--- src/rtl/crossroads_phase_scheduler.sv ---
// Two-head crossing sequencer: main and side tricolor heads plus pedestrian walk lamp.
// Lamps are active-low; all outputs are registered on the tick clock.
module crossroads_phase_scheduler #(
    parameter int unsigned MAIN_MIN  = 52,
    parameter int unsigned MAIN_BLNK = 8,
    parameter int unsigned SIDE_GRN  = 30,
    parameter int unsigned SIDE_BLNK = 8,
    parameter int unsigned YEL_T     = 6,
    parameter int unsigned RY_T      = 6,
    parameter int unsigned ALLRED_T  = 4
) (
    input  logic       time_signal,
    input  logic       reset,
    input  logic       side_req,
    input  logic       ped_req,
    output logic       main_red,
    output logic       main_yellow,
    output logic       main_green,
    output logic       side_red,
    output logic       side_yellow,
    output logic       side_green,
    output logic       ped_walk,
    output logic [3:0] phase,
    output logic       req_pending
);

    typedef enum logic [3:0] {
        AR_M   = 4'd0,
        M_RY   = 4'd1,
        M_G    = 4'd2,
        M_BLNK = 4'd3,
        M_Y    = 4'd4,
        AR_S   = 4'd5,
        S_RY   = 4'd6,
        S_G    = 4'd7,
        S_BLNK = 4'd8,
        S_Y    = 4'd9
    } state_e;

    typedef struct packed {
        logic mr;
        logic my;
        logic mg;
        logic sr;
        logic sy;
        logic sg;
        logic walk;
    } lamps_t;

    localparam lamps_t LAMPS_RST = '{mr: 1'b0, my: 1'b1, mg: 1'b1,
                                     sr: 1'b0, sy: 1'b1, sg: 1'b1, walk: 1'b1};

    function automatic logic [7:0] dur_m1(input state_e s);
        logic [7:0] d;
        case (s)
            AR_M, AR_S: d = 8'(ALLRED_T - 1);
            M_RY, S_RY: d = 8'(RY_T - 1);
            M_G:        d = 8'(MAIN_MIN - 1);
            M_BLNK:     d = 8'(MAIN_BLNK - 1);
            S_G:        d = 8'(SIDE_GRN - 1);
            S_BLNK:     d = 8'(SIDE_BLNK - 1);
            M_Y, S_Y:   d = 8'(YEL_T - 1);
            default:    d = 8'(ALLRED_T - 1);
        endcase
        return d;
    endfunction

    state_e     state_q, state_d;
    logic [7:0] timer_q, timer_d;
    logic       side_pend_q, side_pend_d;
    logic       ped_pend_q, ped_pend_d;
    logic       ped_svc_q, ped_svc_d;
    logic       req_pending_q, req_pending_d;
    logic       blink_q, blink_d;
    lamps_t     lamps_q, lamps_d;
    logic       entering_sg;

    always_comb begin
        state_d = state_q;
        timer_d = timer_q;
        if (timer_q != 8'd0) begin
            timer_d = timer_q - 8'd1;
        end else if (state_q == M_G && !req_pending_q) begin
            timer_d = '0;
        end else begin
            state_d = (state_q == S_Y) ? AR_M : state_e'(state_q + 4'd1);
            timer_d = dur_m1(state_d);
        end

        // Clear-on-entry is applied before the OR so a same-tick request survives.
        entering_sg   = (state_d == S_G) && (state_q != S_G);
        side_pend_d   = (side_pend_q & ~entering_sg) | side_req;
        ped_pend_d    = (ped_pend_q & ~entering_sg) | ped_req;
        req_pending_d = side_pend_d | ped_pend_d;

        if (entering_sg)
            ped_svc_d = ped_pend_q;
        else if (state_d != S_G)
            ped_svc_d = 1'b0;
        else
            ped_svc_d = ped_svc_q;

        // Blink lamp starts dark on the first blink tick, then alternates.
        blink_d = (state_d != state_q) ? 1'b1 : ~blink_q;

        lamps_d = '1;
        case (state_d)
            AR_M, AR_S: begin lamps_d.mr = 1'b0; lamps_d.sr = 1'b0; end
            M_RY:       begin lamps_d.mr = 1'b0; lamps_d.my = 1'b0; lamps_d.sr = 1'b0; end
            M_G:        begin lamps_d.mg = 1'b0; lamps_d.sr = 1'b0; end
            M_BLNK:     begin lamps_d.mg = blink_d; lamps_d.sr = 1'b0; end
            M_Y:        begin lamps_d.my = 1'b0; lamps_d.sr = 1'b0; end
            S_RY:       begin lamps_d.sr = 1'b0; lamps_d.sy = 1'b0; lamps_d.mr = 1'b0; end
            S_G:        begin lamps_d.sg = 1'b0; lamps_d.mr = 1'b0; end
            S_BLNK:     begin lamps_d.sg = blink_d; lamps_d.mr = 1'b0; end
            S_Y:        begin lamps_d.sy = 1'b0; lamps_d.mr = 1'b0; end
            default:    begin lamps_d.mr = 1'b0; lamps_d.sr = 1'b0; end
        endcase
        lamps_d.walk = ~((state_d == S_G) && ped_svc_d);
    end

    always_ff @(posedge time_signal or posedge reset) begin
        if (reset) begin
            state_q       <= AR_M;
            timer_q       <= 8'(ALLRED_T - 1);
            side_pend_q   <= 1'b0;
            ped_pend_q    <= 1'b0;
            ped_svc_q     <= 1'b0;
            req_pending_q <= 1'b0;
            blink_q       <= 1'b1;
            lamps_q       <= LAMPS_RST;
        end else begin
            state_q       <= state_d;
            timer_q       <= timer_d;
            side_pend_q   <= side_pend_d;
            ped_pend_q    <= ped_pend_d;
            ped_svc_q     <= ped_svc_d;
            req_pending_q <= req_pending_d;
            blink_q       <= blink_d;
            lamps_q       <= lamps_d;
        end
    end

    assign main_red    = lamps_q.mr;
    assign main_yellow = lamps_q.my;
    assign main_green  = lamps_q.mg;
    assign side_red    = lamps_q.sr;
    assign side_yellow = lamps_q.sy;
    assign side_green  = lamps_q.sg;
    assign ped_walk    = lamps_q.walk;
    assign phase       = state_q;
    assign req_pending = req_pending_q;

endmodule

--- config.mk ---
export PLATFORM = sky130hd
export DESIGN_NAME = crossroads_phase_scheduler
export DESIGN_NICKNAME = d
export VERILOG_FILES = /design/src/rtl/crossroads_phase_scheduler.sv
export SDC_FILE = /design/constraint.sdc
export NUM_CORES = 1
export LEC_CHECK = 0
export ABC_AREA = 0
export CORE_MARGIN = 1
export CORE_UTILIZATION = 54
export CTS_CLUSTER_DIAMETER = 60
export DETAILED_ROUTE_END_ITERATION = 6
export PLACE_DENSITY = 0.86
export SKIP_CTS_REPAIR_TIMING = 1
export SLEW_MARGIN = 5
export SYNTH_ARGS = -nofsm -noshare
export SYNTH_HDL_FRONTEND = slang
export SYNTH_SLANG_ARGS = --single-unit
--- constraint.sdc ---
create_clock -name time_signal -period 2.28 [get_ports time_signal]
set_clock_uncertainty 0.1 [all_clocks]
set_input_delay 0.456 -clock time_signal [delete_from_list [all_inputs] [get_ports time_signal]]
set_output_delay 0.456 -clock time_signal [all_outputs]
set_load 0.01 [all_outputs]
; After elaboration in Yosys (flattened, before gate mapping)
; Memories as Yosys holds them, arrays and structs flattened.
; Index checks and enable logic that the tools add are counted.
[classes]
mul = 0
div_mod_pow = 0
mux = 14
n_reduce_logical = 9
eq_ne = 13
bitwise_logic = 8
shift = 0
magnitude_cmp = 0
add_sub_neg = 2
[op_table]
columns = op, count
row1 = $mux W8, 2
row2 = $eq A4 B2 Y1 const B, 3
row3 = $eq A4 B3 Y1 const B, 3
row4 = $eq A4 B4 Y1 const B, 3
row5 = $mux W4, 3
row6 = $ne A4 B3 Y1 const B, 2
row7 = $reduce_bool A8 Y1, 1
row8 = $sub A8 B1 Y8 const B, 1
row9 = $mux W1, 7
row10 = $reduce_or A3 Y1, 2
row11 = $add A4 B1 Y4 const B, 1
row12 = $eq A4 B1 Y1 const B, 1
row13 = $ne A4 B4 Y1, 1
row14 = $pmux W1 S2, 2
row15 = $reduce_or A2 Y1, 2
row16 = $logic_and A1 B1 Y1, 3
row17 = $not A1 Y1, 3
row18 = $or A1 B1 Y1, 3
row19 = $and A1 B1 Y1, 2
row20 = $logic_not A1 Y1, 1
[totals]
word_cells = 61
memories = 1
latchBits = 0
regBits = 24
ramBits = 0
romBits = 80
[memory_table]
columns = name, depth, word_bits, rd, rd_clocked_by_memory_dff, write_ports, line
row1 = (name not given), 16, 5, 1, 0, 0, 55  ; case (s)

; Logic depth before layout (Yosys ltp)
; Gate-level depths: netlist of run 1.
[depth]
word_depth = 10
depth_mapped = 8
mapped_depth_nobuf = 6

; Worst setup path before layout of run 1
; No wires, ideal clock.
[synth_timing]
path_type = register to register
from = register timer_q[0]
to = register ped_svc_q
synth_period_minus_slack_ns = 1.738
setup_slack_ns = 0.542
arrival_time_ns = 1.537
t_required_ns = 2.079
stages_incl_launch_ff = 8
path_buffers = 2
setup_ns = 0.101
cell_sequence = dfstp_2 inv_1 ha_1 nor4b_4 and2_1 buf_6 buf_6 o32ai_1
[synth_between]
elab_chain_cells = 5
[synth_rtl]
columns = element, line
row1 = from (decl), 69  ; logic [7:0] timer_q, timer_d;
row2 = from (signal assigned), 125  ; timer_q <= 8'(ALLRED_T - 1);
row3 = from (signal assigned), 134  ; timer_q <= timer_d;
row4 = $reduce_bool A8 Y1 *, 81  ; if (timer_q != 8'd0) begin
row5 = $mux W4 *, 81
row6 = $ne A4 B3 Y1 or $eq A4 B3 Y1 (tied branches), "98, 91"
row7 = $mux W1 or $logic_and A1 B1 Y1 (tied branches), "98, 91"
row8 = $mux W1 *, 96  ; if (entering_sg)
row9 = via ped_svc_d, 72  ; logic ped_svc_q, ped_svc_d;
row10 = to (signal assigned), 137  ; ped_svc_q <= ped_svc_d;
row11 = to (decl), 72
; Mark *: on every way through the listed nets, which the timed path passes. The rest lies on a longest branch.

; Worst setup path after layout of run 1
[layout_timing]
from = register state_q[2], in the netlist phase[2]
to = output phase[2]
[layout_rtl]
columns = element, line
row1 = from (decl), 68  ; state_e state_q, state_d;
row2 = from (signal assigned), 133  ; state_q <= state_d;
row3 = to (decl), 23  ; output logic [3:0] phase,
; No word-level cell between the ends.

==> reports/metrics.cfg, run 1 <==
[run_status]
outcome=complete, no violations

[sta]
hold_ws_ns=0.366
period_minus_slack_ns=2.15
setup_viol=0
fin_crit_sh_pct=94.4
rsz0062_at_grt=false
final_max_slew_viol_count=0
slew_headroom_pct=68.1
hold_violations=0
fin_setup_tns_ns=0
tightest_slew_ns=0.479
fmaxAchievable_mhz=465

[synth]
ys_warn_count=0
synth_fp_nets=134
async_flop_share_pct=100
ys_ff_latch=24
synth-seq-area-share_pct=47.2
ys_types=44
avgSynthCellArea_um2=10.1
syn_inst=128
synth_edf_count=0
synth.cell_area_mm2=0.00129
ys.flop_type=dfrtp_1

[cells_and_area]
drive_gt1_share_pct=18.4
area_delta_synth_final_pct=16.4
final_util_pct=67.3
final_nets=148
diodes=0
final_area_mm2=0.00150

[detailed_routing]
route.met3.wl_um=109
topRoutingLayerUsed=met4
drtIter0Drc=38
vias=1021
met1_length_um=1150
via_per_inst=6.04
ant_nets=0
postRouteWirelength_um=2570
met2WireLength_um=1300
drc_errors=0
post_drt_wl_per_cell_um=15.2
dr.pass1.iters=4

[power_and_ir_drop]
vdd_drop_max_v=0.000455
p_total_uw=738
leakage_uw=0.000563
powerDensity_mw_per_mm2=490

[setup_path]
crit_required_ns=1.72
worst-path-buf-inv=1
critPathSlowestCell=dfrtp_1
startpoint_type=register
endpoint_kind=output pin
critical_path_class=register to output pin
crit_family=flip-flops
cp_cell_sequence=clkdlybuf4s50_1
max_stage_delay_ns=0.66
worstPathMaxFanout=16
cp_data_arrival_time_ns=1.60

[clock_network]
insertion_delay_ns=0.31
htree_levels=1
cts_buffer_depth=2
clk_pin_slew_ns=0.12
cts_root_buf=clkbuf_4
cts_buffers=3
numClockSinks=24
cts_tree=done

[floorplan]
die_h_um=50.9
start_util_pct=57.9
coreArea_mm2=0.00223
row_count=17
die_w_um=50.9
ios=16
die_area_mm2=0.00259

[global_routing]
antenna_found_initial=0
grt_pass1_wl_um=4300
grt_overflow=0
gr-usage-all-layers_pct=22.5
grt_max_degree=25
grt_pass1_vias=930

[placement]
place.gp.congestion=0.893
port_buffers=15
dpl_cell_area_mm2=0.00145
dp_hpwl_um=1870

[min_path]
min_path_type=primary input to async pin

[job]
drv_cap=0

==> power by group <==
| group | switching (uW) | internal [uW] | leakage, uW |
|---|---|---|---|
| sequential | 0.0000000000000488 | 426 | 0.000275 |
| combinational | 8.98 | 6.02 | 0.000259 |
| clock | 119 | 178 | 0.0000279 |
| total | 128 | 610 | 0.000563 |
==> Yosys cell counts, types with 2 or more instances <==
cell      instances  area share (%)
a21o_1            3             1.7
o21ai_0           5             1.9
nor2b_1           4             1.9
o22ai_1           3             1.5
o21ai_1           2            0.77
nand3_1           2            0.77
dfrtp_1          16              31
buf_2             4             1.5
nand2_1           9             2.6
clkbuf_1          4             1.2
nand3b_1          2             1.2
nor2_1           11             3.2
a21oi_1           4             1.5
dfstp_2           8              16
xnor2_1           5             3.4
nand2b_1          3             1.5
nor3_1            9             3.5
inv_1             3            0.87
ha_1              2             1.9
or2_2             2            0.97
a211oi_1          2             1.2
buf_6             2             1.7
a311oi_1          2             1.4
==> cell families after synthesis <==
group | Yosys count | share of synthesized area, %
flops | 24 | 47.2
mux | 3 | 2.52
compound gates | 29 | 16.3
fa+ha+maj | 2 | 1.94
xor+xnor | 6 | 4.07
simple gates | 51 | 22.7
buf+inv | 13 | 5.32
==> metrics by stage <==
| step | std cells | worst slack [ns] |
|---|---|---|
| global route | 169 | 0.0342 |
| global placement | 165 | 0.266 |
| floorplan | 128 | 0.542 |
| finish | 169 | 0.128 |
| detailed placement | 165 | 0.110 |
| CTS | 169 | 0.0769 |
==> routing by layer <==
layer,vias to the layer above,track usage (%)
met5,-,0
li1,479,-
met3,2,5.36
met2,27,36.4
met4,0,6.02
met1,513,30.2
==> layout make-up <==
cell class                 instances  area, um^2
timing repair buffer              19         180
tap                               28        35.0
sequential                        24         611
multi-input combinational         91         614
fill                             186         729
inverter                           3        11.3
clock buffer                       3        22.5
clock inverter                     1        30.0
==> cell usage in the layout (no fill, tap or decap), types with 2 or more instances in the layout <==
| cell type | count |
|---|---|
| o22ai_1 | 3 |
| nor3_1 | 9 |
| a211oi_1 | 2 |
| xnor2_1 | 5 |
| nor2_1 | 11 |
| o21ai_0 | 5 |
| buf_4 | 4 |
| a21oi_1 | 4 |
| or2_2 | 2 |
| dfstp_2 | 8 |
| nand2b_1 | 3 |
| nand2_1 | 9 |
| nand3_1 | 2 |
| a311oi_1 | 2 |
| o21ai_1 | 2 |
| nor2b_1 | 4 |
| nand3b_1 | 2 |
| ha_1 | 2 |
| a21o_1 | 3 |
| dfrtp_1 | 16 |
| inv_1 | 3 |
| clkbuf_4 | 3 |
| clkdlybuf4s50_1 | 15 |
==> sequential cells by signal, summed over array words and instances (netlist names) <==
name	flops
ped_pend_q	1
side_yellow	1
main_yellow	1
main_red	1
ped_svc_q	1
blink_q	1
ped_walk	1
timer_q	8
req_pending	1
phase	4
side_green	1
main_green	1
side_red	1
side_pend_q	1
==> worst paths after layout <==
kind | from | end | slack, ns | depth (start not counted)
hold reg to reg | blink_q | blink_q | 0.40 | 1
setup / recovery | phase[2] | phase[2] | 0.13 | 1
hold / removal | reset | side_pend_q | 0.37 | 3
max in group asynchronous | reset | blink_q | 1.43 | 3
setup reg to reg | timer_q[0] | side_green | 0.26 | 6
min in group time_signal | blink_q | blink_q | 0.40 | 1
(Power assumes the default switching activity.)
==> inputs of run 2 (changes only) <==
Settings changed: CORE_MARGIN 1 to default.
==> results of run 2 <==
The final DEF is identical to that of run 1; final timing and power are the same.
==> inputs of run 3 (changes only) <==
Settings changed: CELL_PAD_IN_SITES_DETAIL_PLACEMENT from default to 0, CELL_PAD_IN_SITES_GLOBAL_PLACEMENT from default to 1, CORE_UTILIZATION 54 to 42, PLACE_DENSITY 0.86 to 0.85.
==> run 3 against run 2 <==
Compared with the run above:
- non-clock buffer count up 1
- final cell count up 2.4%
- die area rose by 27%
- largest cell class unchanged
- highest routed layer is now met3
==> reports/metrics.cfg, run 3 (synthesized netlist as in run 1, its figures left out) <==
[run_status]
outcome=complete, no violations

[floorplan]
ios=16
start_util_pct=45.7
die_area_mm2=0.00330
row_count=19
die_w_um=57.5
die_h_um=57.5
coreArea_mm2=0.00283

[detailed_routing]
drc_errors=0
post_drt_wl_per_cell_um=14.7
ant_nets=0
dr.pass1.iters=4
drtIter0Drc=17
postRouteWirelength_um=2540
via_per_inst=5.66
vias=980

[setup_path]
critPathSlowestCell=clkdlybuf4s50_1
endpoint_kind=output pin
rr_startpoint=timer_q[0]
cp_data_arrival_time_ns=1.51
crit_required_ns=1.72
critical_path_class=register to output pin
startpoint_type=register
worstPathMaxFanout=11
reg2reg_to=side_pend_q
cp_cell_sequence=clkdlybuf4s50_1
worst-path-buf-inv=1
worst-path-stages=1
max_stage_delay_ns=0.61
reg2reg_setup_slack_ns=0.34
crit_family=buffers and inverters
reg2reg_depth=6

[clock_network]
insertion_delay_ns=0.32
cts_buffer_depth=2
cts_buffers=3
htree_levels=1
cts_tree=done
numClockSinks=24
clk_pin_slew_ns=0.13
cts_root_buf=clkbuf_4

[min_path]
min_path_type=primary input to async pin

[sta]
fmaxAchievable_mhz=484
final_max_slew_viol_count=0
tightest_slew_ns=0.363
fin_setup_tns_ns=0
fin_crit_sh_pct=90.7
period_minus_slack_ns=2.07
rsz0062_at_grt=false
setup_viol=0
slew_headroom_pct=75.8
hold_violations=0

[global_routing]
antenna_found_initial=0
grt_pass1_vias=926
grt_max_degree=25
grt_pass1_wl_um=4350
gr-usage-all-layers_pct=17.2
grt_overflow=0

[cells_and_area]
largest_register_ff_count=8
final_area_mm2=0.00150
final_nets=149
final_cell_mix=dfrtp_1, clkdlybuf4s50_1, nor2_1
final_util_pct=53.0
diodes=0
final_common_cell=dfrtp_1
instances_no_fill=173
top_register=timer_q
area_delta_synth_final_pct=16.0
drive_gt1_share_pct=19.0
fill_cells=270

[placement]
port_buffers=15
place.gp.congestion=0.801
dp_hpwl_um=1830
dpl.cell_count=169
dpl_cell_area_mm2=0.00146

[power_and_ir_drop]
powerDensity_mw_per_mm2=448
leakage_uw=0.000561
vdd_drop_max_v=0.000356

[job]
drv_cap=0

## run 3: worst max-delay path by stage
| stage | startpoint | slack (ns) | end |
|---|---|---|---|
| detailed placement | timer_q[0] | 0.14 | side_green |
| finish | phase[3] | 0.21 | phase[3] |
| global route | timer_q[0] | 0.16 | side_green |
| global placement | timer_q[0] | 0.25 | side_green |
| CTS | timer_q[0] | 0.12 | side_green |
| floorplan | timer_q[0] | 0.54 | ped_svc_q |
## run 3: cell type report
cell class              instances  area, um^2  area share [%]
clock buffers                   4        36.3            2.42
inverters                       3        11.3           0.751
multi-input cells              91         614            41.0
flip-flops and latches         24         611            40.7
well taps                      31        38.8            2.59
repair buffers                 20         188            12.5
## run 3: routing by layer
layer  global-route usage [%]  up-vias  wire length (um)
met5                        0        -                 0
met4                     3.48        0                 0
met1                     24.5      475              1270
met2                     25.9       23              1150
li1                         -      482                 -
met3                     5.22        0               126
## run 3: metrics by stage
stage	hold WS [ns]	worst slack (ns)	total power, uW
finish	0.370	0.212	672
global route	0.394	0.162	696
CTS	0.367	0.118	681
detailed placement	0.355	0.143	450
global placement	0.355	0.248	449
floorplan	0.326	0.542	441
## run 3: report_power, final
| part | total [uW] | internal (uW) | switching (uW) |
|---|---|---|---|
| logic | 15.5 | 6.02 | 9.43 |
| clock network | 230 | 97.7 | 132 |
| registers | 427 | 427 | 0.0000000000000522 |
==> patch, RTL diff (flow settings as in run 3) <==
Put a register stage on the outputs `main_red`, `main_yellow`, `main_green`, `side_red`, `side_yellow`, `side_green` and `ped_walk`, cleared by the reset. The values now appear one clock later. The other outputs are not delayed to match.
--- a/src/rtl/crossroads_phase_scheduler.sv
+++ b/src/rtl/crossroads_phase_scheduler.sv
@@ -141,13 +141,25 @@
         end
     end
 
-    assign main_red    = lamps_q.mr;
-    assign main_yellow = lamps_q.my;
-    assign main_green  = lamps_q.mg;
-    assign side_red    = lamps_q.sr;
-    assign side_yellow = lamps_q.sy;
-    assign side_green  = lamps_q.sg;
-    assign ped_walk    = lamps_q.walk;
+    always_ff @(posedge time_signal or posedge reset) begin
+        if (reset) begin
+            main_red    <= '0;
+            main_yellow <= '0;
+            main_green  <= '0;
+            side_red    <= '0;
+            side_yellow <= '0;
+            side_green  <= '0;
+            ped_walk    <= '0;
+        end else begin
+            main_red    <= lamps_q.mr;
+            main_yellow <= lamps_q.my;
+            main_green  <= lamps_q.mg;
+            side_red    <= lamps_q.sr;
+            side_yellow <= lamps_q.sy;
+            side_green  <= lamps_q.sg;
+            ped_walk    <= lamps_q.walk;
+        end
+    end
     assign phase       = state_q;
     assign req_pending = req_pending_q;
 
Behaviour: not the same (Yosys sat finds a counterexample within 4 cycles, from zero or initial values and one cycle with reset high).
==> patch against run 3 <==
  * Core utilization grew 2.8 points
  * Sequential power grew 29%
  * Synthesized area grew 12%
  * Worst setup slack lost 0.016 ns
  * Final area grew 17%
  * Non-clock buffer count grew 4
  * Via count grew 12%
  * Power grew 33%
  * Global-route usage grew 0.57 points
  * Wire length grew 11%
  * Sequential cell count grew 7
  * Critical endpoint is now req_pending
  * Largest cell class is now sequential cells
  * Largest power group unchanged
==> patch: results (changes against run 3) <==
* Status: completed
* Final Cycle Share at 91.4% (+0.70 points)
* WHS at 0.260 ns (-0.110 ns)
* GR Layer Usage met1 at 25.1% (+0.64 points)
* Grt met2 use at 25.3% (-0.64 points)
* Via count at 1,096 (+12%)
* Clk_buf instances at 5 (+1)
* Sw power at 0.000218 W (+53%)
* FILL cells at 303 (+12%)
* Type of the worst min-delay path: reg2reg
* Post-Place Cell Area at 1700 um2 (+17%)
* Multi-In Gates at 95 (+4.4%)
* H-tree depth at 2 (+1)
* DRT iter0 DRCs at 40 (+23)
* Syn_area_per_cell at 10.7 um2 (+5.7%)
* M3 GR Usage at 5.33% (+0.12 points)
* VDD IR max at 0.335 mV (-5.9%)
* DP Cell Count at 198 (+17%)
* Hpwl dp at 1930 um (+5.8%)
* Non-clk bufs at 24 (+20%)
* WL/cell at 13.7 um (-6.5%)
* Top cells by area, synth: dfrtp_1 40%, dfstp_2 14%, o21ai_0 3.1%
* Fraction of area in multi-input gates at 35.0% (-5.9 points)
* Drt via density at 5.32 (-6.1%)
* Reg2reg end: req_pending
* # nets final at 167 (+12%)
* Clk slew on worst S/H paths at 0.10 ns (-0.03 ns)
* CP Class: reg2reg
* DIE WIDTH at 60.8 um (+5.8%)
* Post-Synth Adder-Cell Area at 1.72% (-0.21 points)
* ClkCell Share at 3.27% (+0.85 points)
* Cell variety after synth at 41 (-6.8%)
* Crit-path slowest cell: dfstp_2
* Clk sink count at 31 (+29%)
* Post-Synth XOR/XNOR Area at 2.41% (-1.7 points)
* Leakage at 0.679 nW (+21%)
* Final non-clock buffer share at 13.1% (+0.56 points)
* Global Route Usage Sum at 17.8% (+0.57 points)
* Seq/Total Area, Yosys at 54.1% (+6.9 points)
* Critical path arrival at 2.21 ns (+0.70 ns)
* Top post-synthesis cells by count: 23 x dfrtp_1, 10 x nor2_1, 9 x o21ai_0
* Routability cong. at 0.793 (-1.0%)
[patch: cell count changes after synthesis, moves of 4 or more]
| cell | run 3 | this run |
|---|---|---|
| buf_2 | 4 | 0 |
| nand3_1 | 2 | 6 |
| o21ai_0 | 5 | 9 |
| dfrtp_1 | 16 | 23 |
[patch: per-layer routing]
metal / part of all wire, % / routed length [um]
met4: 1.7 / 49
met1: 50 / 1410
met5: 0 / 0
met2: 44 / 1230
met3: 4.9 / 138
[patch: power by group through the flow]
| stage | Clock, W | Combinational [W] | Sequential [W] |
|---|---|---|---|
| CTS | 0.000331 | 0.0000183 | 0.000550 |
| floorplan | 0 | 0.00000807 | 0.000560 |
| detailed placement | 0 | 0.0000183 | 0.000560 |
| global route | 0.000356 | 0.0000205 | 0.000550 |
| global placement | 0 | 0.0000176 | 0.000560 |
| finish | 0.000324 | 0.0000174 | 0.000550 |
